<file path="src/rtl/wb_pkg.sv">
// ---------------------------------------------------------------------------
// wb_pkg
// Shared types and defaults for the Wishbone configuration-port arbiter.
//   wb_arb_state_t : master FSM states (idle, bus cycle open, settle gap)
//   WB_AW_DEFAULT  : default Wishbone address width
//   WB_DW_DEFAULT  : default Wishbone data width
// ---------------------------------------------------------------------------
package wb_pkg;

    localparam int WB_AW_DEFAULT = 32;
    localparam int WB_DW_DEFAULT = 32;

    typedef enum logic [1:0] {
        ST_IDLE = 2'd0,
        ST_BUS  = 2'd1,
        ST_GAP  = 2'd2
    } wb_arb_state_t;

endpackage

</file>
<file path="src/rtl/rr_arbiter.sv">
// ---------------------------------------------------------------------------
// rr_arbiter
// Combinational round-robin picker. The winner is the first requester with
// its bit set, searching upward from the one after the last winner and
// wrapping around. The pointer register is owned by the instantiating block.
// Ports:
//   i_req   [N_REQ]        request vector
//   i_ptr   [log2 N_REQ]   index of the most recent winner
//   o_any   [1]            at least one request present
//   o_grant [N_REQ]        one-hot winner (all zero when o_any = 0)
//   o_idx   [log2 N_REQ]   binary winner index (0 when o_any = 0)
// ---------------------------------------------------------------------------
module rr_arbiter #(
    parameter int N_REQ = 2
) (
    input  logic [N_REQ-1:0]         i_req,
    input  logic [$clog2(N_REQ)-1:0] i_ptr,
    output logic                     o_any,
    output logic [N_REQ-1:0]         o_grant,
    output logic [$clog2(N_REQ)-1:0] o_idx
);

    localparam int IW = $clog2(N_REQ);

    logic [2*N_REQ-1:0] w_dbl;
    logic [N_REQ-1:0]   w_rot;

    // Doubling the request vector lets a plain right shift act as a rotate:
    // bit k of w_rot is requester (ptr + 1 + k) mod N_REQ.
    assign w_dbl = {i_req, i_req};
    assign w_rot = N_REQ'(w_dbl >> (int'(i_ptr) + 1));
    assign o_any = |w_rot;

    // Scan from the far end down so the lowest rotated position, i.e. the
    // nearest requester after the pointer, is the one left standing.
    always_comb begin
        o_idx = '0;
        for (int k = N_REQ - 1; k >= 0; k--) begin
            if (w_rot[k]) begin
                o_idx = IW'((int'(i_ptr) + 1 + k) % N_REQ);
            end
        end
    end

    // Expand the binary winner into the one-hot grant.
    always_comb begin
        o_grant = '0;
        for (int j = 0; j < N_REQ; j++) begin
            o_grant[j] = o_any && (o_idx == IW'(j));
        end
    end

endmodule

</file>
<file path="src/rtl/wb_cfg_arbiter.sv">
// ---------------------------------------------------------------------------
// wb_cfg_arbiter
// Wishbone classic master sharing one slave port between N_REQ local
// requesters. One single transfer at a time, round-robin fairness, a bounded
// wait for ACK_I and a fixed idle gap after every transfer so the slave can
// settle before the next cycle opens.
// Ports:
//   CLK_I, RST_I          clock (rising edge) / async reset, active low
//   req_valid_i [N]       per-requester request, held with payload until done
//   req_we_i    [N]       per-requester write enable
//   req_adr_i   [N*AW]    flattened addresses, requester k at [k*AW +: AW]
//   req_dat_i   [N*DW]    flattened write data
//   done_o      [N]       one-cycle pulse when requester k's transfer ends
//   err_o       [N]       one-cycle pulse with done_o when ended by timeout
//   rdata_o     [DW]      read data, updated on a successful read, held after
//   busy_o                high whenever the FSM is not idle
//   CYC_O/STB_O/WE_O/ADR_O/DAT_O   Wishbone master outputs
//   DAT_I/ACK_I           Wishbone slave response
// ---------------------------------------------------------------------------
module wb_cfg_arbiter
    import wb_pkg::*;
#(
    parameter int N_REQ       = 2,
    parameter int AW          = WB_AW_DEFAULT,
    parameter int DW          = WB_DW_DEFAULT,
    parameter int TIMEOUT_CYC = 64,
    parameter int GAP_CYC     = 45
) (
    input  logic                CLK_I,
    input  logic                RST_I,
    input  logic [N_REQ-1:0]    req_valid_i,
    input  logic [N_REQ-1:0]    req_we_i,
    input  logic [N_REQ*AW-1:0] req_adr_i,
    input  logic [N_REQ*DW-1:0] req_dat_i,
    output logic [N_REQ-1:0]    done_o,
    output logic [N_REQ-1:0]    err_o,
    output logic [DW-1:0]       rdata_o,
    output logic                busy_o,
    output logic                CYC_O,
    output logic                STB_O,
    output logic                WE_O,
    output logic [AW-1:0]       ADR_O,
    output logic [DW-1:0]       DAT_O,
    input  logic [DW-1:0]       DAT_I,
    input  logic                ACK_I
);

    localparam int IW = $clog2(N_REQ);
    localparam int TW = $clog2(TIMEOUT_CYC);
    localparam int GW = (GAP_CYC > 1) ? $clog2(GAP_CYC) : 1;

    wb_arb_state_t    r_state;
    logic [IW-1:0]    r_ptr;
    logic [IW-1:0]    r_gidx;
    logic [N_REQ-1:0] r_gnt;
    logic [TW-1:0]    r_tmo;
    logic [GW-1:0]    r_gap;
    logic             r_cyc;
    logic             r_we;
    logic [AW-1:0]    r_adr;
    logic [DW-1:0]    r_dat;
    logic [N_REQ-1:0] r_done;
    logic [N_REQ-1:0] r_err;
    logic [DW-1:0]    r_rdata;

    logic             w_any;
    logic [N_REQ-1:0] w_grant;
    logic [IW-1:0]    w_idx;
    logic             w_tmo_last;

    rr_arbiter #(
        .N_REQ (N_REQ)
    ) u_rr (
        .i_req   (req_valid_i),
        .i_ptr   (r_ptr),
        .o_any   (w_any),
        .o_grant (w_grant),
        .o_idx   (w_idx)
    );

    assign w_tmo_last = (r_tmo == TW'(TIMEOUT_CYC - 1));

    // Master FSM with all bus-facing outputs registered. ACK_I is only
    // looked at in ST_BUS, so stray acknowledges elsewhere are harmless.
    // When ACK_I and the last timeout cycle coincide the ACK is honoured.
    always_ff @(posedge CLK_I or negedge RST_I) begin
        if (!RST_I) begin
            r_state <= ST_IDLE;
            r_ptr   <= IW'(N_REQ - 1);
            r_gidx  <= '0;
            r_gnt   <= '0;
            r_tmo   <= '0;
            r_gap   <= '0;
            r_cyc   <= 1'b0;
            r_we    <= 1'b0;
            r_adr   <= '0;
            r_dat   <= '0;
            r_done  <= '0;
            r_err   <= '0;
            r_rdata <= '0;
        end else begin
            r_done <= '0;
            r_err  <= '0;
            case (r_state)
                ST_IDLE: begin
                    if (w_any) begin
                        r_gidx  <= w_idx;
                        r_gnt   <= w_grant;
                        r_we    <= req_we_i[w_idx];
                        r_adr   <= req_adr_i[int'(w_idx)*AW +: AW];
                        r_dat   <= req_dat_i[int'(w_idx)*DW +: DW];
                        r_cyc   <= 1'b1;
                        r_tmo   <= '0;
                        r_state <= ST_BUS;
                    end
                end
                ST_BUS: begin
                    if (ACK_I || w_tmo_last) begin
                        r_cyc  <= 1'b0;
                        r_we   <= 1'b0;
                        r_adr  <= '0;
                        r_dat  <= '0;
                        r_done <= r_gnt;
                        r_err  <= ACK_I ? '0 : r_gnt;
                        if (ACK_I && !r_we) begin
                            r_rdata <= DAT_I;
                        end
                        r_ptr   <= r_gidx;
                        r_gap   <= '0;
                        r_state <= ST_GAP;
                    end else begin
                        r_tmo <= r_tmo + 1'b1;
                    end
                end
                ST_GAP: begin
                    if (r_gap == GW'(GAP_CYC - 1)) begin
                        r_state <= ST_IDLE;
                    end else begin
                        r_gap <= r_gap + 1'b1;
                    end
                end
                default: begin
                    r_state <= ST_IDLE;
                end
            endcase
        end
    end

    assign busy_o  = (r_state != ST_IDLE);
    assign CYC_O   = r_cyc;
    assign STB_O   = r_cyc;
    assign WE_O    = r_we;
    assign ADR_O   = r_adr;
    assign DAT_O   = r_dat;
    assign done_o  = r_done;
    assign err_o   = r_err;
    assign rdata_o = r_rdata;

endmodule

</file>
<file path="config.mk">
export PLATFORM = sky130hd
export DESIGN_NAME = wb_cfg_arbiter
export DESIGN_NICKNAME = d
export VERILOG_FILES = /design/src/rtl/wb_pkg.sv /design/src/rtl/rr_arbiter.sv /design/src/rtl/wb_cfg_arbiter.sv
export SDC_FILE = /design/constraint.sdc
export NUM_CORES = 1
export LEC_CHECK = 0
export BUFFER_PORTS_ARGS = -buffer_cell sky130_fd_sc_hd__clkbuf_2
export CORE_UTILIZATION = 40
export DETAILED_ROUTE_END_ITERATION = 16
export GPL_TIMING_DRIVEN = 0
export PLACE_DENSITY = 0.71
export SYNTH_ARGS = -nofsm -noshare
export SYNTH_HDL_FRONTEND = slang
export SYNTH_HIERARCHICAL = 1
export SYNTH_SLANG_ARGS = --single-unit
</file>
<file path="constraint.sdc">
create_clock -name CLK_I -period 1.9 [get_ports CLK_I]
set_input_delay 0.285 -clock CLK_I [delete_from_list [all_inputs] [get_ports CLK_I]]
set_output_delay 0.285 -clock CLK_I [all_outputs]
set_load 0.02 [all_outputs]
</file>
==> results.cfg, run 1 <==
[status]
status = complete, no violations

[logic_synthesis]
ys_ff_latch = 120
yosysTopAreaCell = dfrtp_1
syn_nets = 570
yosysSeqAreaShare_pct = 54.5
syn_inst = 400
synth_top_area_share_pct = 54.0
synth_cell_types = 44
synth.area.top_cells = dfrtp_1, mux2i_1, o2bb2ai_1, mux2_2, o2bb2ai_2
ys_warn_count = 6
synth_area_per_cell_sq_um = 13.8
netlist_area_sq_um = 5510

[layout]
design_area_sq_um = 7690
area_growth_pct = 39.6
final_cell_mix = clkbuf_2, dfrtp_1, mux2i_1
final_cell_count_no_fill = 880
drive_gt1_share_pct = 55.4
fillCellCount = 1108
layout_commonest_cell = clkbuf_2
antennaDiodeCount = 0
nets = 861

[drt]
wl_per_cell_microns = 15.4
vias_per_cell = 4.99
drc = 0
first_iter_violations = 145
num_vias = 4393
dr.pass1.iters = 4
postRouteAntennaNets = 0
routed_wl_microns = 13500

[clock_network]
htreeDepth = 4
cts_tree = built
numCtsBuffers = 17
cts_buffer_depth = 2
clk_root_buffer_cell = clkbuf_16
postCtsSetupRepairBufs = 0
clock_latency_ps = 420
clock-sinks = 120
clkTransAtPathRegs_ps = 50

[floorplan]
dieArea_sq_um = 14300
die_x_microns = 119
std_cell_rows = 42
io-pin-count = 271
start_util_pct = 41.3
core_area_sq_um = 13300
die_h_microns = 119

[place]
place.gp.congestion = 0.805
dpl.cell_count = 847
dpl_cell_area_sq_um = 7120
dp_hpwl_microns = 10200
port_buffers = 270

[power_and_ir_drop]
power_density_nw_per_um2 = 1650
pwr-share-comb_pct = 42.6
switching_share_pct = 39.1
seq_power_share_pct = 34.4
finalPower_mw = 12.7
vdd_drop_max_v = 0.000982
p_leak_nw = 3.87
pwr-share-clk_pct = 23.1
p_int_mw = 7.72
p_sw_mw = 4.95

[timing]
setup_viol = 0
min_period_ps = 1760
finalMaxSlewViolations = 0
final-hold-violation-count = 0
fmax_ghz = 0.569
timing.final.crit_share_pct = 92.5
finClkSkew_ps = 14.0
worst_pin_slew_ps = 519
rsz0062_at_grt = false
slew_headroom_pct = 65.4

[worst_hold_path]
hp-start = DAT_I[5]
hold_path_class = input port to register

[worst_setup_path]
arrival_ps = 2090
timing.rr.start = r_tmo[0]$_DFFE_PN0P_
path_class = register to register
slowest_delay_ps = 440
start_kind = register
worstPathMaxFanout = 10
cp.required_ps = 2230
cp_slowest_cell = dfrtp_2
startpoint = r_tmo[0]$_DFFE_PN0P_
critPathCaptureType = register
path_cells = ha_1 > nand3_2 > o211ai_2 > nand2_1 > clkbuf_1 > o2bb2ai_1

[global_route]
grt-ovfl-total = 0
grt_max_degree = 84
track_usage_pct = 19.0
antenna_found_initial = 0
grt_pass1_vias = 4377
grt_pass1_wl_microns = 20900

[run]
cap_violations = 0
## stage by stage
stage               hold slack, ps  setup TNS, ps  setup slack [ps]  util, %
floorplan                    -10.6              0               339        -
global placement               471        -140870             -1190     53.1
detailed placement             221          -52.8             -25.7     53.3
CTS                           76.5              0              27.9     57.5
global route                  89.8              0              12.1     57.6
finish                        87.0              0               143     57.6
## power by group through the flow
stage               Combinational [mW]  Clock [mW]  Sequential [mW]
global route                      5.78        3.14             4.51
floorplan                         2.46           0             5.48
detailed placement                5.44           0             4.37
CTS                               5.45        3.01             4.36
finish                            5.39        2.92             4.35
global placement                  5.33           0             4.34
## flip-flops by register name, summed over array words and instances (netlist names), 2 cells and up
signal / flops
r_state: 2
r_tmo: 6
r_gap: 6
DAT_O: 32
ADR_O: 32
r_gnt: 2
rdata_o: 32
done_o: 2
err_o: 2
## what timing repair did
| action | 4_1_cts | 5_1_grt |
|---|---|---|
| endpoints found under the hold margin | 37 | 0 |
| hold buffers | 1 | 0 |
| gates resized for setup | 0 | 6 |
| endpoints found under the setup margin | 0 | 45 |
## kinds of logic after synthesis
| group | share of synthesized area, % |
|---|---|
| flip-flops | 54.5 |
| multiplexers | 19.7 |
| AO/OA/AOI/OAI | 16.0 |
| buffers and inverters | 4.72 |
| AND/OR/NAND/NOR | 4.24 |
| adder cells (fa/ha/maj) | 0.681 |
| XOR/XNOR | 0.159 |
## layout make-up
type,count,area (sq um),area share (%)
plain buffers,29,225,2.93
repair buffers,272,1400,18.2
inverters,12,45.0,0.585
flip-flops and latches,120,3010,39.1
clock inverters,13,106,1.38
multi-input cells,239,2250,29.3
well taps,176,220,2.86
clock buffers,19,443,5.76
## worst paths after layout
check                                               to  slack, ps  cells past startpoint
worst min register to register  rdata_o[5]$_DFFE_PN0P_        480                      1
max in group asynchronous            r_ptr$_DFFE_PN1P_        810                      3
worst max register to register    ADR_O[0]$_DFFE_PN0P_        140                      6
worst min-delay path            rdata_o[5]$_DFFE_PN0P_         90                      2
worst max-delay path              ADR_O[0]$_DFFE_PN0P_        140                      6
min in group asynchronous        DAT_O[29]$_DFFE_PN0P_        360                      2
## metal layers
| layer | track usage (%) | vias to the layer above | part of all wire (%) |
|---|---|---|---|
| li1 | - | 2083 | - |
| met5 | 0 | - | 0 |
| met4 | 7.50 | 0 | 1.3 |
| met3 | 5.46 | 16 | 7.4 |
| met2 | 32.4 | 188 | 49 |
| met1 | 22.5 | 2106 | 42 |
## synthesized netlist by cell type
cell / instances
nand4b_1: 2
clkbuf_1: 6
o22ai_2: 1
dfrtp_1: 119
o22ai_1: 3
nand2b_1: 3
nor2_1: 7
inv_2: 1
buf_6: 10
a32o_1: 1
or2_1: 2
and3_1: 2
a211o_1: 2
o211ai_2: 1
a41oi_1: 1
mux2_1: 2
mux2i_1: 68
nand2b_4: 1
nor3_1: 2
mux2_2: 34
o32ai_1: 1
o2bb2ai_1: 46
a21boi_0: 3
nand4_1: 3
o2bb2ai_2: 19
o21ai_0: 8
a31oi_1: 1
o311ai_0: 2
a21oi_1: 2
and2_1: 2
and2b_1: 1
nand3_1: 2
buf_4: 6
buf_2: 7
nand2_1: 7
xnor2_1: 1
or2_2: 2
ha_1: 3
nor3_4: 1
nand3_2: 1
dfstp_2: 1
inv_1: 11
o21ai_2: 1
nor4b_1: 1
## critical path, delay by kind of cell (launching register included)
kind	cells	cell delay, ps
DFF	1	440
AOI/OAI and AO/OA	2	290
buffers and inverters	1	420
adders and majority gates	1	250
and+or+nand+nor	2	270
Power figures use the tool's default switching activity.
==> run 2: changes to the inputs <==
- CORE_MARGIN: default -> 2
- CORE_UTILIZATION: 40 -> 45
- PLACE_DENSITY: 0.71 -> 0.79
==> run 2 against run 1 <==
Net effect:
- fmax barely moved
- hold slack improved by 13 ps
- largest power group unchanged
- register-to-register slack barely moved
- critical endpoint is now DAT_O[0]$_DFFE_PN0P_
==> results.cfg, run 2 (synthesis results as in run 1) <==
[run]
cap_violations = 0

[global_route]
antenna_found_initial = 0
grt-ovfl-total = 0
grt_pass1_wl_microns = 22600
grt_max_degree = 62
grt_pass1_vias = 4513
track_usage_pct = 22.4

[clock_network]
clock-sinks = 120
clkTransAtPathRegs_ps = 50
postCtsSetupRepairBufs = 0
cts_tree = built
clock_latency_ps = 400
cts_buffer_depth = 2
htreeDepth = 4
numCtsBuffers = 17
clk_root_buffer_cell = clkbuf_16

[layout]
fillCellCount = 928
final_cell_mix = clkbuf_2, dfrtp_1, mux2i_1
area_growth_pct = 40.6
multi_input_area_sq_um = 2250
design_area_sq_um = 7750
antennaDiodeCount = 0
final_cell_count_no_fill = 851
layout_commonest_cell = clkbuf_2
drive_gt1_share_pct = 55.1
nets = 861
post-route-util_pct = 64.8
ff_latch_area_sq_um = 3010

[place]
place_ws_ps = 23.2
dp_hpwl_microns = 11100
port_buffers = 270
dpl_cell_area_sq_um = 7080
dpl.cell_count = 818
place.gp.congestion = 0.772

[power_and_ir_drop]
p_sw_mw = 5.00
p_leak_nw = 3.93
pwr-share-comb_pct = 40.7
switching_share_pct = 37.7
finalPower_mw = 13.3
power_density_nw_per_um2 = 1710
vdd_drop_max_v = 0.00104
p_int_mw = 8.27
seq_power_share_pct = 33.2
pwr-share-clk_pct = 26.1

[worst_setup_path]
cp.required_ps = 2170
path_cells = a21boi_0 > clkbuf_1 > buf_4 > clkbuf_4 > mux2i_1 > o2bb2ai_1
worstPathMaxFanout = 10
critPathBufInv = 3
arrival_ps = 2030
start_kind = register
critPathCaptureType = register
slowest_delay_ps = 380
cp_slowest_cell = dfstp_2
path_class = register to register
critPathTopFamily = buffers and inverters

[drt]
first_iter_violations = 240
num_vias = 4408
routed_wl_microns = 14600
postRouteAntennaNets = 0
wl_per_cell_microns = 17.1
vias_per_cell = 5.18
dr.pass1.iters = 4
drc = 0

[floorplan]
start_util_pct = 46.1
dieArea_sq_um = 13200
core_area_sq_um = 12000
die_h_microns = 115
io-pin-count = 271
std_cell_rows = 40
die_x_microns = 115

[timing]
min_period_ps = 1760
rsz0062_at_grt = false
fmax_ghz = 0.569
worst_pin_slew_ps = 490
setup_viol = 0
finClkSkew_ps = 4.63
worst_hold_slack_ps = 100
finalWorstSetupSlack_ps = 141
finalMaxSlewViolations = 0
final-hold-violation-count = 0
timing.final.crit_share_pct = 92.6
slew_headroom_pct = 67.3
setup_tns_ps = 0

[worst_hold_path]
hold_path_class = input port to register

[status]
status = complete, no violations
## run 2: area by class of cell
type / count / share of cell area [%]
plain buffers: 29 / 2.87
clock buffers: 25 / 6.52
clock inverters: 7 / 1.78
inverters: 12 / 0.581
multi-input cells: 239 / 29.0
flip-flops and latches: 120 / 38.8
well taps: 147 / 2.37
repair buffers: 272 / 18.0
## run 2: timing repair
item,4_1_cts,5_1_grt
endpoints found under the setup margin,0,60
endpoints found under the hold margin,59,0
resized for setup,0,5
hold buffers,1,0
## run 2: power by group through the flow
stage / Combinational [mW] / Sequential (mW) / Clock, mW
floorplan: 2.46 / 5.48 / 0
global placement: 5.34 / 4.35 / 0
detailed placement: 5.45 / 4.42 / 0
CTS: 5.48 / 4.40 / 3.53
global route: 5.83 / 4.55 / 3.66
finish: 5.40 / 4.40 / 3.47
## run 2: worst paths after layout
| check | endpoint | from | depth (start not counted) | slack [ps] |
|---|---|---|---|---|
| hold reg to reg | ADR_O[25]$_DFFE_PN0P_ | ADR_O[25]$_DFFE_PN0P_ | 1 | 480 |
| setup reg to reg | DAT_O[0]$_DFFE_PN0P_ | r_ptr$_DFFE_PN1P_ | 6 | 140 |
| hold / removal | rdata_o[6]$_DFFE_PN0P_ | DAT_I[6] | 2 | 100 |
| setup / recovery | DAT_O[0]$_DFFE_PN0P_ | r_ptr$_DFFE_PN1P_ | 6 | 140 |
| max in group asynchronous | r_ptr$_DFFE_PN1P_ | RST_I | 3 | 780 |
| min in group asynchronous | ADR_O[23]$_DFFE_PN0P_ | RST_I | 2 | 410 |
## run 2: layer usage
metal	GRT usage (%)	up-vias	part of all wire (%)
met5	0	-	0
met4	8.94	0	2.2
met3	6.62	26	6.8
met2	38.1	194	51
met1	26.5	2104	40
li1	-	2084	-
